$ cat config.mk
export PLATFORM = sky130hd
export DESIGN_NAME = vga_text_bitgen
export DESIGN_NICKNAME = d
export VERILOG_FILES = /design/src/rtl/vga_text_bitgen.sv
export SDC_FILE = /design/constraint.sdc
export NUM_CORES = 1
export LEC_CHECK = 0
export CAP_MARGIN = 20
export CORE_UTILIZATION = 45
export CTS_CLUSTER_SIZE = 28
export DETAILED_ROUTE_END_ITERATION = 16
export GPL_TIMING_DRIVEN = 0
export PLACE_DENSITY = 0.86
export SKIP_CTS_REPAIR_TIMING = 1
export SKIP_LAST_GASP = 1
export SLEW_MARGIN = 30
export SYNTH_ARGS = -nofsm -noshare
export SYNTH_HDL_FRONTEND = slang
export SYNTH_SLANG_ARGS = --single-unit
$ cat constraint.sdc
create_clock -name clk_50 -period 2.45 [get_ports clk_50]
set_input_delay 0.245 -clock clk_50 [delete_from_list [all_inputs] [get_ports clk_50]]
set_output_delay 0.245 -clock clk_50 [all_outputs]
set_load 0.01 [all_outputs]
$ cat src/rtl/vga_text_bitgen.sv
// vga_text_bitgen: 80x30 text-mode pixel generator for 640x480 VGA.
// Three-stage pipeline advanced by pix_en: char RAM address, font ROM
// address, then glyph-bit/palette lookup. The sync and bright bits ride
// through the same stages, so they stay aligned with rgb.
module vga_text_bitgen #(
  parameter int COLS      = 80,
  parameter int ROWS      = 30,
  parameter int BLINK_BIT = 4
) (
  input  logic        clk_50,
  input  logic        reset,
  input  logic        pix_en,
  input  logic [9:0]  hCount,
  input  logic [9:0]  vCount,
  input  logic        hsync,
  input  logic        vsync,
  input  logic        bright,
  output logic [11:0] char_addr,
  input  logic [15:0] char_data,
  output logic [11:0] font_addr,
  input  logic [7:0]  font_data,
  input  logic        cursor_en,
  input  logic [6:0]  cursor_col,
  input  logic [4:0]  cursor_row,
  output logic [7:0]  rgb,
  output logic        hsync_out,
  output logic        vsync_out,
  output logic        bright_out
);

  typedef struct packed {
    logic [2:0] px;
    logic [3:0] vrow;
    logic [6:0] col;
    logic [4:0] row;
    logic       hs;
    logic       vs;
    logic       br;
  } s1_t;

  typedef struct packed {
    logic [2:0] px;
    logic [3:0] fg;
    logic [3:0] bg;
    logic       hit;
    logic       hs;
    logic       vs;
    logic       br;
  } s2_t;

  s1_t        s1;
  s2_t        s2;
  logic [4:0] fcnt;

  // vCount[9] is never needed: visible lines stop at 479.
  logic       unused_vcount_msb;
  assign unused_vcount_msb = vCount[9];

  // Fixed RGB332 palette.
  function automatic logic [7:0] pal(input logic [3:0] idx);
    logic [7:0] c;
    c = 8'h00;
    case (idx)
      4'h0: c = 8'h00;  4'h1: c = 8'h02;  4'h2: c = 8'h10;  4'h3: c = 8'h12;
      4'h4: c = 8'h80;  4'h5: c = 8'h82;  4'h6: c = 8'h90;  4'h7: c = 8'hB6;
      4'h8: c = 8'h49;  4'h9: c = 8'h03;  4'hA: c = 8'h1C;  4'hB: c = 8'h1F;
      4'hC: c = 8'hE0;  4'hD: c = 8'hE3;  4'hE: c = 8'hFC;  4'hF: c = 8'hFF;
      default: c = 8'h00;
    endcase
    return c;
  endfunction

  // Row base is a constant multiply, which reduces to shift-and-add.
  logic [11:0] row_base;
  assign row_base = 12'(vCount[8:4]) * 12'(COLS);

  // Cursor hit: blinking underline on glyph rows 14-15 of the cursor cell.
  logic cur_in_range, cur_hit;
  assign cur_in_range = (32'(cursor_col) < COLS) && (32'(cursor_row) < ROWS);
  assign cur_hit = cursor_en && cur_in_range && fcnt[BLINK_BIT] &&
                   (s1.col == cursor_col) && (s1.row == cursor_row) &&
                   (s1.vrow >= 4'd14);

  // Stage 3 glyph bit; bit 7 of the font row is the leftmost pixel.
  logic       glyph_bit;
  logic [3:0] cidx;
  assign glyph_bit = font_data[~s2.px];
  assign cidx      = (glyph_bit ^ s2.hit) ? s2.fg : s2.bg;

  // Stage 1: issue char RAM address and latch position/sync.
  always_ff @(posedge clk_50) begin
    if (reset) begin
      char_addr <= '0;
      s1        <= '0;
      s1.hs     <= 1'b1;
      s1.vs     <= 1'b1;
    end else if (pix_en) begin
      if (bright) char_addr <= row_base + 12'(hCount[9:3]);
      s1.px   <= hCount[2:0];
      s1.vrow <= vCount[3:0];
      s1.col  <= hCount[9:3];
      s1.row  <= vCount[8:4];
      s1.hs   <= hsync;
      s1.vs   <= vsync;
      s1.br   <= bright;
    end
  end

  // Frame counter: counts vsync falling edges seen at the strobe rate.
  always_ff @(posedge clk_50) begin
    if (reset) fcnt <= '0;
    else if (pix_en && s1.vs && !vsync) fcnt <= fcnt + 5'd1;
  end

  // Stage 2: issue font ROM address, latch colours and cursor hit.
  always_ff @(posedge clk_50) begin
    if (reset) begin
      font_addr <= '0;
      s2        <= '0;
      s2.hs     <= 1'b1;
      s2.vs     <= 1'b1;
    end else if (pix_en) begin
      font_addr <= {char_data[7:0], s1.vrow};
      s2.px  <= s1.px;
      s2.fg  <= char_data[11:8];
      s2.bg  <= char_data[15:12];
      s2.hit <= cur_hit;
      s2.hs  <= s1.hs;
      s2.vs  <= s1.vs;
      s2.br  <= s1.br;
    end
  end

  // Stage 3: palette lookup and aligned sync/blank outputs.
  always_ff @(posedge clk_50) begin
    if (reset) begin
      rgb        <= '0;
      hsync_out  <= 1'b1;
      vsync_out  <= 1'b1;
      bright_out <= 1'b0;
    end else if (pix_en) begin
      rgb        <= s2.br ? pal(cidx) : 8'h00;
      hsync_out  <= s2.hs;
      vsync_out  <= s2.vs;
      bright_out <= s2.br;
    end
  end

endmodule

==> flow_metrics.env <==
export IMPL_postSynth_asyncResetShare_pct=0
export IMPL_drc_errors=0
export IMPL_peakVddDrop_mv=0.340
export IMPL_min_to="s2[1]"
export IMPL_grt_overflow_total=0
export IMPL_ant_nets=0
export IMPL_r2r_start="s2[12]"
export IMPL_yosys_area_top_type="dfxtp_1"
export IMPL_min_path_cells=3
export IMPL_crit_arrival_ns=2.51
export IMPL_synth_area_top_cells="dfxtp_1, mux2i_1, nor2_1, ha_1, nand2_1"
export IMPL_max_cap_viol_count=0
export IMPL_dieArea_sq_um=7860
export IMPL_yosysSeqAreaShare_pct=45.6
export IMPL_finalMaxSlewViolations=0
export IMPL_io_buffers=94
export IMPL_reg2reg_setup_slack_ns=0.18
export IMPL_hold_ws_ns=0.301
export IMPL_die_h_um=88.6
export IMPL_hpwl_mm=6.07
export IMPL_setup_viol=0
export IMPL_yosysWarnings=0
export IMPL_path_buf_inv=1
export IMPL_track_usage_pct=21.6
export IMPL_synth_distinct_cells=34
export IMPL_initial_core_util_pct=46.6
export IMPL_clockBufferDepth=2
export IMPL_r2r_end="rgb[1]"
export IMPL_fin_crit_ns=2.27
export IMPL_wl_mm=8.09
export IMPL_drtIter0Drc=105
export IMPL_cp_data_required_time_ns=2.69
export IMPL_syn_cell_area_sq_um=3380
export IMPL_max_freq_mhz=440
export IMPL_worstPathMaxFanout=10
export IMPL_synth_top_cell_area_share_pct=45.6
export IMPL_core_sq_um=7250
export IMPL_stdcell_area_sq_um=4660
export IMPL_synth_nets=425
export IMPL_clk_pin_slew_worst_paths_ns=0.08
export IMPL_rows=31
export IMPL_clock_latency_ns=0.35
export IMPL_cts_num_sinks=77
export IMPL_period_share_pct=92.7
export IMPL_htreeDepth=3
export IMPL_vias=2845
export IMPL_clock_skew_ns=0.00638
export IMPL_grt_max_degree=14
export IMPL_reg2regPathDepth=6
export IMPL_synth_edf_count=0
export IMPL_wl_per_cell_um=14.5
export IMPL_num_antenna_cells=0
export IMPL_area_growth_syn_to_layout_pct=37.9
export IMPL_critPathSlowestCell="mux4_1"
export IMPL_via_per_inst=5.09
export IMPL_cellLeakagePower_nw=1.93
export IMPL_synthCells=350
export IMPL_cts_tree="built"
export IMPL_die_w_um=88.6
export IMPL_worstMarginPinSlew_ns=0.605
export IMPL_powerDensity_nw_per_um2=615
export IMPL_drive_above_1_share_pct=5.65
export IMPL_critPathLaunchType="flop"
export IMPL_crit_chain="mux4_1 -> mux2i_1 -> xor2_1 -> buf_6 -> mux2_4 -> a22o_2"
export IMPL_critical_path_class="flop to flop"
export IMPL_syn_area_per_cell_sq_um=9.65
export IMPL_ys_seq_elements=77
export IMPL_rsz0062_at_grt="no"
export IMPL_hold_viol=0
export IMPL_relSlewSlack_pct=59.7
export IMPL_grt_pass1_vias=2796
export IMPL_ys_flop_type="dfxtp_1"
export IMPL_placed_cell_area_sq_um=4440
export IMPL_status="complete, no violations"
export IMPL_hold_class="input pin to flop"
export IMPL_cpPeakStageDelay_ns=0.57
export IMPL_cts_buffers=9
export IMPL_cp_top_family="multiplexers"
export IMPL_final_nets=530
export IMPL_place_congestion=0.875
export IMPL_final_core_util_pct=64.2
export IMPL_hold_start="pix_en"
export IMPL_endpoint_kind="flop"
export IMPL_first_pass_iters=4
export IMPL_grt_first_pass_wirelength_mm=12.7
export IMPL_clockRootBuffer="clkbuf_8"
export IMPL_power_mw=2.86
export IMPL_io_pin_count=98
export IMPL_antenna_found_initial=0
-- layout by cell type (no fill, tap or decap), drive strengths merged, types with 3 or more instances in the layout --
cell	n
xnor2	9
xor2	12
buf	6
a21o	6
nand2	29
nor3	3
a22o	5
clkdlybuf4s50	94
a21oi	14
mux2	3
nor2	65
ha	10
mux2i	47
dfxtp	77
o2111ai	3
o21ai	3
nor2b	7
a211o	5
a211oi	3
nand3	3
clkinv	3
nand4	5
clkbuf	22
inv	5
o211ai	6
-- tightest hold or removal path: cells and delay by family --
| family | cells | cell delay, ns |
|---|---|---|
| and+or+nand+nor | 2 | 0.18 |
| buffers and inverters | 1 | 0.17 |
-- cell type report --
type,count,area [sq um]
Fill cell,592,2600
Multi-Input combinational cell,249,1730
Sequential cell,77,1540
Timing Repair Buffer,94,941
Clock buffer,9,124
Tap cell,99,124
Clock inverter,7,90.1
Buffer,19,83.8
Inverter,5,18.8
-- worst max-delay path by stage --
stage          startpoint       endpoint  cells after the start
2_1_floorplan      s2[12]         rgb[1]                      6
3_3_place_gp    vCount[5]  char_addr[10]                      9
4_1_cts            s2[12]         rgb[1]                      6
5_1_grt         vCount[5]  char_addr[10]                      9
3_5_place_dp    vCount[5]  char_addr[10]                      9
6_report           s2[12]         rgb[1]                      6
-- cell families after synthesis --
family                     synth area share (%)
AOI/OAI and AO/OA                          9.93
xor gates and xnor gates                   5.45
adders and majority gates                  4.89
buffers and inverters                      3.04
DFF                                        45.6
muxes                                      16.7
and+or+nand+nor                            14.3
-- cell usage after synthesis (6+ instances only) --
library cell   n
a21oi_1       14
a21o_1         6
nor2b_1        7
o211ai_1       6
xor2_1        12
xnor2_1        9
mux2i_1       47
clkbuf_1      13
nor2_1        65
dfxtp_1       77
ha_1          10
nand2_1       29
-- report_power, final --
part / internal, mW / switching (mW) / total, mW
Sequential: 1.31 / 0.0477 / 1.36
Combinational: 0.257 / 0.209 / 0.466
Clock: 0.568 / 0.470 / 1.04
Total: 2.14 / 0.727 / 2.86
-- layer usage --
layer / global-route usage (%) / vias to the layer above / routed length [um]
li1: - / 1412 / -
met1: 26.5 / 1331 / 3550
met2: 36.7 / 89 / 3950
met3: 5.04 / 13 / 452
met4: 8.65 / 0 / 141
met5: 0 / - / 0
-- state kept, by name (all words and copies together) (netlist names) --
name        count
bright_out      1
char_addr      12
fcnt            5
font_addr      12
hsync_out       1
rgb             8
s1             22
s2             15
vsync_out       1
-- metrics by stage --
| stage | instances | TNS, ns | setup WS (ns) |
|---|---|---|---|
| finish | 559 | 0 | 0.180 |
| global route | 559 | 0 | 0.0409 |
| CTS | 559 | 0 | 0.142 |
| detailed placement | 543 | -0.379 | -0.131 |
| global placement | 543 | -0.0920 | -0.0844 |
| floorplan | 350 | 0 | 0.385 |
No activity file was read; power rests on OpenSTA's default activity.
